**src/rtl/f_le_share_arbiter_pkg.sv**
```systemverilog
// Shared types for the float less-or-equal comparator share arbiter:
// requester id width and the in-flight tracker entry.
package f_le_arb_pkg;

  localparam int NREQ_MAX = 8;
  localparam int LAT_MAX  = 4;
  localparam int ID_W     = $clog2(NREQ_MAX);

  typedef logic [ID_W-1:0] req_id_t;

  typedef struct packed {
    logic    valid;
    req_id_t id;
  } inflight_t;

endpackage

```
**src/rtl/f_le_share_arbiter_if.sv**
```systemverilog
// Requester-side bundle: compare requests in, grants and per-requester result pulses out.
interface f_le_share_arbiter_if #(
  parameter int FLEN = 32,
  parameter int NREQ = 4
);
  logic [NREQ-1:0]           req_valid;
  logic [NREQ-1:0]           req_ready;
  logic [NREQ-1:0][FLEN-1:0] req_a;
  logic [NREQ-1:0][FLEN-1:0] req_b;
  logic [NREQ-1:0]           rsp_valid;
  logic [NREQ-1:0]           rsp_res;
  logic [NREQ-1:0]           rsp_err;

  modport master (
    output req_valid, req_a, req_b,
    input  req_ready, rsp_valid, rsp_res, rsp_err
  );

  modport slave (
    input  req_valid, req_a, req_b,
    output req_ready, rsp_valid, rsp_res, rsp_err
  );
endinterface

```
**src/rtl/f_le_share_arbiter_rr.sv**
```systemverilog
// Round-robin one-hot grant over NREQ requesters; priority starts at ptr and
// ptr moves just past the winner on every grant.
module rr_arbiter
  import f_le_arb_pkg::*;
#(
  parameter int NREQ = 4
) (
  input  logic            clk,
  input  logic            rst,
  input  logic [NREQ-1:0] req,
  output logic [NREQ-1:0] grant,
  output logic            gnt_any,
  output req_id_t         gnt_id
);
  req_id_t ptr;

  // Offset k walks priority order from ptr; first requesting slot wins.
  always_comb begin
    grant   = '0;
    gnt_any = 1'b0;
    gnt_id  = '0;
    if (rst) begin
      for (int k = 0; k < NREQ; k++) begin
        for (int i = 0; i < NREQ; i++) begin
          if (!gnt_any && req[i] && (((int'(ptr) + k) % NREQ) == i)) begin
            grant[i] = 1'b1;
            gnt_any  = 1'b1;
            gnt_id   = req_id_t'(i);
          end
        end
      end
    end
  end

  always_ff @(posedge clk or negedge rst) begin
    if (!rst) begin
      ptr <= '0;
    end else if (gnt_any) begin
      ptr <= (gnt_id == req_id_t'(NREQ - 1)) ? '0 : gnt_id + req_id_t'(1);
    end
  end

endmodule

```
**src/rtl/f_le_share_arbiter.sv**
```systemverilog
// Shares one float a<=b comparator among NREQ requesters: round-robin grant,
// LAT-deep in-flight tracker, registered one-cycle response per requester.
module f_le_share_arbiter
  import f_le_arb_pkg::*;
#(
  parameter int FLEN = 32,
  parameter int NREQ = 4,
  parameter int LAT  = 0
) (
  input  logic                clk,
  input  logic                rst,
  f_le_share_arbiter_if.slave bus,
  output logic [FLEN-1:0]     f_le_a,
  output logic [FLEN-1:0]     f_le_b,
  input  logic                f_le_res,
  input  logic                f_le_err,
  output logic [7:0]          err_cnt,
  output logic                busy
);
  logic [NREQ-1:0] grant;
  logic            gnt_any;
  req_id_t         gnt_id;
  inflight_t       ent_p0;
  inflight_t       ent_out;
  logic            trk_any;
  logic [NREQ-1:0] rsp_valid_q;
  logic [NREQ-1:0] rsp_res_q;
  logic [NREQ-1:0] rsp_err_q;

  function automatic logic [7:0] sat_inc8(input logic [7:0] v);
    return (v == 8'hFF) ? v : v + 8'd1;
  endfunction

  rr_arbiter #(.NREQ(NREQ)) u_arb (
    .clk     (clk),
    .rst     (rst),
    .req     (bus.req_valid),
    .grant   (grant),
    .gnt_any (gnt_any),
    .gnt_id  (gnt_id)
  );

  assign bus.req_ready = grant;

  // Grant is one-hot or zero, so an AND-OR mux drives zeros when idle.
  always_comb begin
    f_le_a = '0;
    f_le_b = '0;
    for (int i = 0; i < NREQ; i++) begin
      f_le_a |= {FLEN{grant[i]}} & bus.req_a[i];
      f_le_b |= {FLEN{grant[i]}} & bus.req_b[i];
    end
  end

  // Stage 0: the grant of the current cycle
  assign ent_p0 = '{valid: gnt_any, id: gnt_id};

  generate
    if (LAT == 0) begin : g_comb
      assign ent_out = ent_p0;
      assign trk_any = 1'b0;
    end else begin : g_pipe
      inflight_t trk_p [LAT];

      // Stages 1..LAT: registered entries following the comparator latency
      always_ff @(posedge clk or negedge rst) begin
        if (!rst) begin
          for (int s = 0; s < LAT; s++) trk_p[s] <= '0;
        end else begin
          trk_p[0] <= ent_p0;
          for (int s = 1; s < LAT; s++) trk_p[s] <= trk_p[s-1];
        end
      end

      always_comb begin
        trk_any = 1'b0;
        for (int s = 0; s < LAT; s++) trk_any |= trk_p[s].valid;
      end

      assign ent_out = trk_p[LAT-1];
    end
  endgenerate

  // Output stage: comparator result lands in the addressed requester's registers
  always_ff @(posedge clk or negedge rst) begin
    if (!rst) begin
      rsp_valid_q <= '0;
      rsp_res_q   <= '0;
      rsp_err_q   <= '0;
      err_cnt     <= '0;
    end else begin
      rsp_valid_q <= '0;
      if (ent_out.valid) begin
        for (int i = 0; i < NREQ; i++) begin
          if (ent_out.id == req_id_t'(i)) begin
            rsp_valid_q[i] <= 1'b1;
            rsp_res_q[i]   <= f_le_res & ~f_le_err;
            rsp_err_q[i]   <= f_le_err;
          end
        end
        if (f_le_err) err_cnt <= sat_inc8(err_cnt);
      end
    end
  end

  assign bus.rsp_valid = rsp_valid_q;
  assign bus.rsp_res   = rsp_res_q;
  assign bus.rsp_err   = rsp_err_q;

  assign busy = (|bus.req_valid) | trk_any;

endmodule

```
**src/flat_wrapper.sv**
```systemverilog
// flat-port wrapper written by rule: the top's interface ports become plain ports
module f_le_share_arbiter_flat import f_le_arb_pkg::*;
#(
  parameter int FLEN = 32,
  parameter int NREQ = 4,
  parameter int LAT  = 0
)
  (clk, rst, f_le_a, f_le_b, f_le_res, f_le_err, err_cnt, busy, bus_req_valid, bus_req_a, bus_req_b, bus_req_ready, bus_rsp_valid, bus_rsp_res, bus_rsp_err);
  f_le_share_arbiter_if #(.FLEN(FLEN), .NREQ(NREQ)) bus_i ();
  input  logic clk;
  input  logic rst;
  output logic [FLEN-1:0] f_le_a;
  output logic [FLEN-1:0] f_le_b;
  input  logic f_le_res;
  input  logic f_le_err;
  output logic [7:0] err_cnt;
  output logic busy;
  input wire logic [$bits(bus_i.req_valid)-1:0] bus_req_valid;
  input wire logic [$bits(bus_i.req_a)-1:0] bus_req_a;
  input wire logic [$bits(bus_i.req_b)-1:0] bus_req_b;
  output wire logic [$bits(bus_i.req_ready)-1:0] bus_req_ready;
  output wire logic [$bits(bus_i.rsp_valid)-1:0] bus_rsp_valid;
  output wire logic [$bits(bus_i.rsp_res)-1:0] bus_rsp_res;
  output wire logic [$bits(bus_i.rsp_err)-1:0] bus_rsp_err;
  assign bus_i.req_valid = bus_req_valid;
  assign bus_i.req_a = bus_req_a;
  assign bus_i.req_b = bus_req_b;
  assign bus_req_ready = bus_i.req_ready;
  assign bus_rsp_valid = bus_i.rsp_valid;
  assign bus_rsp_res = bus_i.rsp_res;
  assign bus_rsp_err = bus_i.rsp_err;
  f_le_share_arbiter #(.FLEN(FLEN), .NREQ(NREQ), .LAT(LAT)) u_core (.clk(clk), .rst(rst), .bus(bus_i), .f_le_a(f_le_a), .f_le_b(f_le_b), .f_le_res(f_le_res), .f_le_err(f_le_err), .err_cnt(err_cnt), .busy(busy));
endmodule
```
**config.mk**
```make
export PLATFORM = sky130hd
export DESIGN_NAME = f_le_share_arbiter_flat
export DESIGN_NICKNAME = d
export VERILOG_FILES = /design/src/rtl/f_le_share_arbiter_pkg.sv /design/src/rtl/f_le_share_arbiter_if.sv /design/src/rtl/f_le_share_arbiter_rr.sv /design/src/rtl/f_le_share_arbiter.sv /design/src/flat_wrapper.sv
export SDC_FILE = /design/constraint.sdc
export NUM_CORES = 1
export LEC_CHECK = 0
export BUFFER_PORTS_ARGS = -buffer_cell sky130_fd_sc_hd__buf_2
export CORE_AREA = 2 2 135 137
export DETAILED_ROUTE_END_ITERATION = 10
export DIE_AREA = 0 0 137 139
export PLACE_DENSITY = 0.59
export SLEW_MARGIN = 20
export SYNTH_ARGS = -nofsm -noshare
export SYNTH_HDL_FRONTEND = slang
export SYNTH_SLANG_ARGS = --single-unit
```
**constraint.sdc**
```tcl
create_clock -name clk -period 5.35 [get_ports clk]
set_input_delay 0.2675 -clock clk [delete_from_list [all_inputs] [get_ports clk]]
set_output_delay 0.2675 -clock clk [all_outputs]
set_load 0.05 [all_outputs]
```
# Yosys cells after proc, flatten, opt, wreduce, memory -nomap -nowiden
# Index checks and enable logic that the tools add are counted.
[op_classes]
add_sub_neg = 5
n_eq_ne = 16
mux = 70
bitwise = 20
n_reduce_logical = 60
[ops]
columns = ["operator", "n"]
rows = [
  ["$and 32x32->32", 8],
  ["$or 32x32->32", 6],
  ["$logic_not 32->1", 4],
  ["$mux 1", 52],
  ["$mux 3", 15],
  ["$logic_and 1x1->1", 31],
  ["$eq 3x3->1 const B", 6],
  ["$eq 3x2->1 const B", 5],
  ["$logic_not 1->1", 15],
  ["$add 8x1->8 const B", 1],
  ["$eq 8x8->1 const B", 1],
  ["$mux 4", 2],
  ["$reduce_and 2->1", 4],
  ["$reduce_or 2->1", 3],
  ["$add 2x1->2 const B", 2],
  ["$add 2x2->2 const B", 2],
  ["$eq 2x2->1 const B", 2],
  ["$reduce_or 4->1", 1],
  ["$and 1x1->1 const A", 3],
  ["$eq 3x1->1 const B", 1],
  ["$logic_not 3->1", 1],
  ["$reduce_and 3->1", 1],
  ["$eq 2x1->1 const B", 1],
  ["$mux 2", 1],
  ["2 further kinds", 3],
]
[totals]
regBits = 22
inputBits = 264
out_inout_bits = 89
wordCells = 182

# Depth between registers and ports, before layout
[logic_depth]
depth_word = 83
ltp_mapped = 9
mapped_depth_nobuf = 7

# Cells and area by module
# Synthesis repeated with hierarchy kept, for this count alone.
[hier_totals]
hier_cells = 328
hier_area_um2 = 2507.4
[modules_own_cells]
columns = ["module", "n_inst", "cells_each", "area_per_inst_um2", "seq_area_each_um2"]
rows = [
  ["f_le_share_arbiter", 1, 287, 2224.6, 500.5],
  ["rr_arbiter", 1, 41, 282.8, 50.0],
]

# Worst setup path before layout
# Ideal clock, no wire load.
[synth_timing]
path_kind = "register -> output"
startpoint = "register u_core.u_arb.ptr[1]"
endpoint = "output f_le_a[22]"
arrival_time_ns = 1.985
required_time_ns = 5.083
slack_ns = 3.097
path_stages_with_launch = 7
n_path_buf = 2
cell_sequence = "dfrtp_1 -> clkbuf_2 -> a21oi_1 -> o2111a_1 -> clkbuf_1 -> nand2_1 -> nand4_1"
[synth_between]
elab_cells_between_ends = 124
classes_between = "add/sub: 3; eq/ne: 12; mux: 46; bitwise: 10; reduce/logical: 53"
[synth_lines]
columns = ["element", "line_no", "rtl"]
rows = [
  ["from (decl)", "f_le_share_arbiter_rr.sv:15", "req_id_t ptr;"],
  ["from (signal assigned)", "f_le_share_arbiter_rr.sv:39", "ptr <= (gnt_id == req_id_t'(NREQ - 1)) ? '0 : gnt_id + req_id_t'(1);"],
  ["$logic_not 32->1", "f_le_share_arbiter_rr.sv:25", "if (!gnt_any && req[i] && (((int'(ptr) + k) % NREQ) == i)) begin"],
  ["$logic_and 1x1->1", "f_le_share_arbiter_rr.sv:25", ""],
  ["$mux 1", "f_le_share_arbiter_rr.sv:25", ""],
  ["$mux 1", "f_le_share_arbiter_rr.sv:22", "if (rst) begin"],
  ["$logic_not 1->1", "f_le_share_arbiter_rr.sv:25", ""],
  ["$logic_and 1x1->1 (2 in a row)", "f_le_share_arbiter_rr.sv:25", ""],
  ["$mux 1", "f_le_share_arbiter_rr.sv:25", ""],
  ["$mux 1", "f_le_share_arbiter_rr.sv:22", ""],
  ["(+54 left out)", "n/a", ""],
  ["$mux 1", "f_le_share_arbiter_rr.sv:22", ""],
  ["$logic_not 1->1", "f_le_share_arbiter_rr.sv:25", ""],
  ["$logic_and 1x1->1 (2 in a row)", "f_le_share_arbiter_rr.sv:25", ""],
  ["$mux 1 (*)", "f_le_share_arbiter_rr.sv:25", ""],
  ["$mux 4 (*)", "f_le_share_arbiter_rr.sv:22", ""],
  ["via bus_req_ready[1]", "flat_wrapper.sv:21", "output wire logic [$bits(bus_i.req_ready)-1:0] bus_req_ready;"],
  ["$and 32x32->32 (*)", "f_le_share_arbiter.sv:50", "f_le_a |= {FLEN{grant[i]}} & bus.req_a[i];"],
  ["$or 32x32->32 (*) (3 in a row)", "f_le_share_arbiter.sv:50", ""],
  ["to (decl)", "flat_wrapper.sv:12", "output logic [FLEN-1:0] f_le_a;"],
]
# The timed path passes the listed nets; every way through them passes the cells marked *. The select of a mux whose other input is x is not followed.

# Worst setup path in the final report
[layout_timing]
startpoint = "input rst"
endpoint = "output f_le_a[5]"
[layout_between]
elab_chain_cells = 5
elab_cells_between_ends = 8
classes_between = "mux: 1; bitwise: 7"
[layout_lines]
columns = ["element", "line_no", "rtl"]
rows = [
  ["from (decl)", "flat_wrapper.sv:11", "input logic rst;"],
  ["$mux 4 (*)", "f_le_share_arbiter_rr.sv:22", ""],
  ["$and 32x32->32", "f_le_share_arbiter.sv:50", ""],
  ["$or 32x32->32 (2 in a row)", "f_le_share_arbiter.sv:50", ""],
  ["$or 32x32->32 (*)", "f_le_share_arbiter.sv:50", ""],
]
# Every way passes the cells marked *; elsewhere a longest branch is shown, timed or not.

==> metrics.md <==
| Metric | Value |
|---|---|
| Hold Vio Cnt, Final | `0` |
| Unrepaired setup endpoints after global routing | `false` |
| Via count | `5596` |
| Clock buffer count from CTS | `3` |
| H-tree lvl count | `1` |
| Syn Inst Count | `497` |
| Max-slew violation count | `0` |
| R2R Setup Slk | `~2.6 ns` |
| Final min period | `3.455 ns` |
| Commonest cells after routing, fill and taps aside | `351 x buf_2, 257 x nand4_1, 73 x nand2_1` |
| Peak VDD IR | `0.3850 mV` |
| Avg Cell Area, Syn | `6.704 um2` |
| CP endpoint kind | `primary output` |
| Final Non-Filler Cells | `between 1000 and 1500` |
| Syn-to-layout area delta | `58.13%` |
| Fraction of layout cells with a size suffix above 1 | `48.80%` |
| Yosys cell types | `42` |
| Primary FF master, synth | `dfrtp_1` |
| Die X | `137 um` |
| Largest net degree at the start of global routing | `78` |
| # DRC | `0` |
| DP Cell Count | `between 1000 and 1500` |
| Final WL | `about 20000 um` |
| CTS tree | `yes` |
| Clk sink count | `22` |
| Critical path required time | `slightly above 5 ns` |
| Max-slew headroom | `27.33%` |
| Dpl cell area | `0.005149 mm2` |
| CTS Buffer Depth | `2` |
| Main combinational cell family by area after synthesis | `simple AND/OR/NAND/NOR gates` |
| Reg-to-Reg Start | `u_core.u_arb.ptr[1]` |
| WP data arrival | `3.19 ns` |
| Vias in the first global route | `5173` |
| Die height | `139 um` |
| Final worst path period share | `between 60% and 70%` |
| Worst-Skew Late Latency | `0.25 ns` |
| Pwr Density | `about 440 mW/mm2` |
| Final setup TNS | `0 ns` |
| Post-synthesis compound-gate area fraction | `between 3 and 4%` |
| Core Box Area | `0.01766 mm2` |
| Global-route wire length before repair | `a little under 30000 um` |
| Adder-cell share of the synthesized area | `~1.9%` |
| Finished layout cell area | `0.005269 mm2` |
| Yosys top cell area share | `48.25%` |
| # rows | `49` |
| Post-DP HPWL | `roughly 15000 um` |
| Status | `finished clean` |
| CP startpoint | `rst` |
| Post-synth EDFFs | `0` |
| Slew @ Worst Pin | `1.086 ns` |
| RR Endpoint | `u_core.bus.rsp_res[2]` |
| Top cells by area, synth | `nand4_1 48%, dfrtp_1 17%, nand2_1 8.2%` |
| Setup crit start kind | `input port` |
| Synthesized Nets | `766` |
| Input/output buffers | `~350` |
| Leak | `0.002608 uW` |
| Post-synthesis mux area share | `under 10%` |
| Routed vias/inst | `5.486` |
| F_max | `289.4 MHz` |
| Worst R2R Path Depth | `7` |
| Initial core utilization | `18.87%` |
| CP Class | `input port to primary output` |
| Yosys reg bits | `22` |
| RD Place Congestion | `0.9743` |
| Worst Setup EP | `f_le_a[5]` |
| Synthesis warning total | `0` |
| Clock transition at path regs | `0.06 ns` |
| MaxCap Viol Count | `0` |
| Leading area contributor after synthesis | `nand4_1` |
| Seq/Total Area, Yosys | `16.52%` |
| Synth Cell Area | `0.003332 mm2` |
| Antenna viol nets, final | `0` |
| Nets@finish | `1059` |
| Synth Area in XOR/XNOR | `0.7886%` |
| Die area | `~0.019 mm2` |
| TritonRoute pass-1 iters | `5` |
| GRT Util Overall | `19.22%` |
| Simple-gate share of the synthesized area | `61.55%` |
| CTS root buffer | `clkbuf_16` |
| Clock skew | `0.001117 ns` |
| DR iter-0 viols | `549` |
| Ys async rst share | `100.0%` |
| Initial antenna violation count | `2` |
| Final-report setup violation count | `0` |
| Wire length per cell | `19.78 um` |
| CTS resizes | `0` |
| Min-Delay Path Class | `input port to asynchronous set/reset pin` |
| # IOs | `353` |
| Grt total ovfl | `0` |
| Crit-path max FO | `77` |
| Commonest non-fill, non-tap cell in the layout | `buf_2` |
==> flip-flops by register name, summed over array words and instances (netlist names) <==
| name | cells |
|---|---|
| u_core.bus.rsp_err | 4 |
| u_core.bus.rsp_valid | 4 |
| u_core.u_arb.ptr | 2 |
| u_core.err_cnt | 8 |
| u_core.bus.rsp_res | 4 |
==> report_power, final <==
group          switching (uW)  leakage (uW)  internal, uW
clock                    59.8     0.0000511           149
combinational            1390       0.00228           420
sequential               68.4      0.000277           228
==> routing by layer <==
layer,routed length [um],vias to the layer above,global-route usage [%]
met2,9173,395,30.22
met3,2066,50,2.997
met4,663,0,7.434
met5,0,-,0
met1,8273,2571,26.18
li1,-,2580,-
==> cells in the mapped netlist, types with 2 or more instances <==
library cell,count
nand2b_1,2
inv_1,6
dfrtp_1,22
a32o_1,2
and3_1,4
buf_1,10
buf_2,29
o21a_1,2
clkbuf_1,28
nor2b_1,4
buf_6,2
nand4_1,257
mux2_2,10
ha_1,5
and2_1,3
nor3_1,2
nand2_1,73
buf_4,5
a21oi_1,2
xor2_1,2
nor2_1,2
nand3_1,4
mux2i_1,2
==> timing repair <==
| action | 4_1_cts | 5_1_grt |
|---|---|---|
| setup buffers | 0 | 0 |
| setup endpoints to repair | 0 | 0 |
| endpoints found under the hold margin | 6 | 0 |
| hold buffers | 1 | 0 |
==> worst min-delay path by stage <==
stage | startpoint | to | slack, ns | depth (start not counted)
after detailed placement | rst | u_core.err_cnt[0] | 0.1 | 1
final | rst | u_core.bus.rsp_valid[1] | 0.37 | 2
after floorplan | rst | u_core.bus.rsp_err[0] | -0.03 | 0
after global placement | rst | u_core.bus.rsp_valid[2] | 0.1 | 1
after global routing | rst | u_core.err_cnt[0] | 0.39 | 2
after CTS | rst | u_core.err_cnt[0] | 0.37 | 2
==> critical path, cell delays in order <==
cell           delay [ns]
dlygate4sd3_1        0.53
buf_4                0.18
buf_4                0.61
buf_4                0.75
nand4_1              0.26
nand4_1              0.20
buf_2                0.28
==> cell families (layout without fill, tap and decap cells) <==
| group | Yosys count | after routing |
|---|---|---|
| AOI/OAI and AO/OA | 15 | 15 |
| buffers and inverters | 82 | 374 |
| adders and majority gates | 5 | 5 |
| xor gates and xnor gates | 3 | 3 |
| other | 0 | 2 |
| muxes | 13 | 13 |
| DFF | 22 | 22 |
| and+or+nand+nor | 357 | 357 |
==> area by class of cell <==
type	count	area [um2]
Timing Repair Buffer	363	1849
Clock inverter	1	30.03
Tap cell	229	286.5
Inverter	7	26.28
Sequential cell	22	550.5
Antenna cell	2	5.005
Clock buffer	3	75.07
Multi-Input combinational cell	393	2446
Fill cell	1975	12390
==> through the flow <==
step | setup slack, ns | total power [uW] | hold slack (ns) | util [%]
2_1_floorplan | 3.097 | 1601 | -0.02809 | -
4_1_cts | 1.968 | 2325 | 0.3697 | 29.81
3_5_place_dp | 2.249 | 2105 | 0.09680 | 29.16
5_1_grt | 1.735 | 2432 | 0.3930 | 29.84
3_3_place_gp | 2.253 | 2109 | 0.09645 | 29.16
6_report | 1.895 | 2317 | 0.3737 | 29.84
No activity file was read; power rests on OpenSTA's default activity.
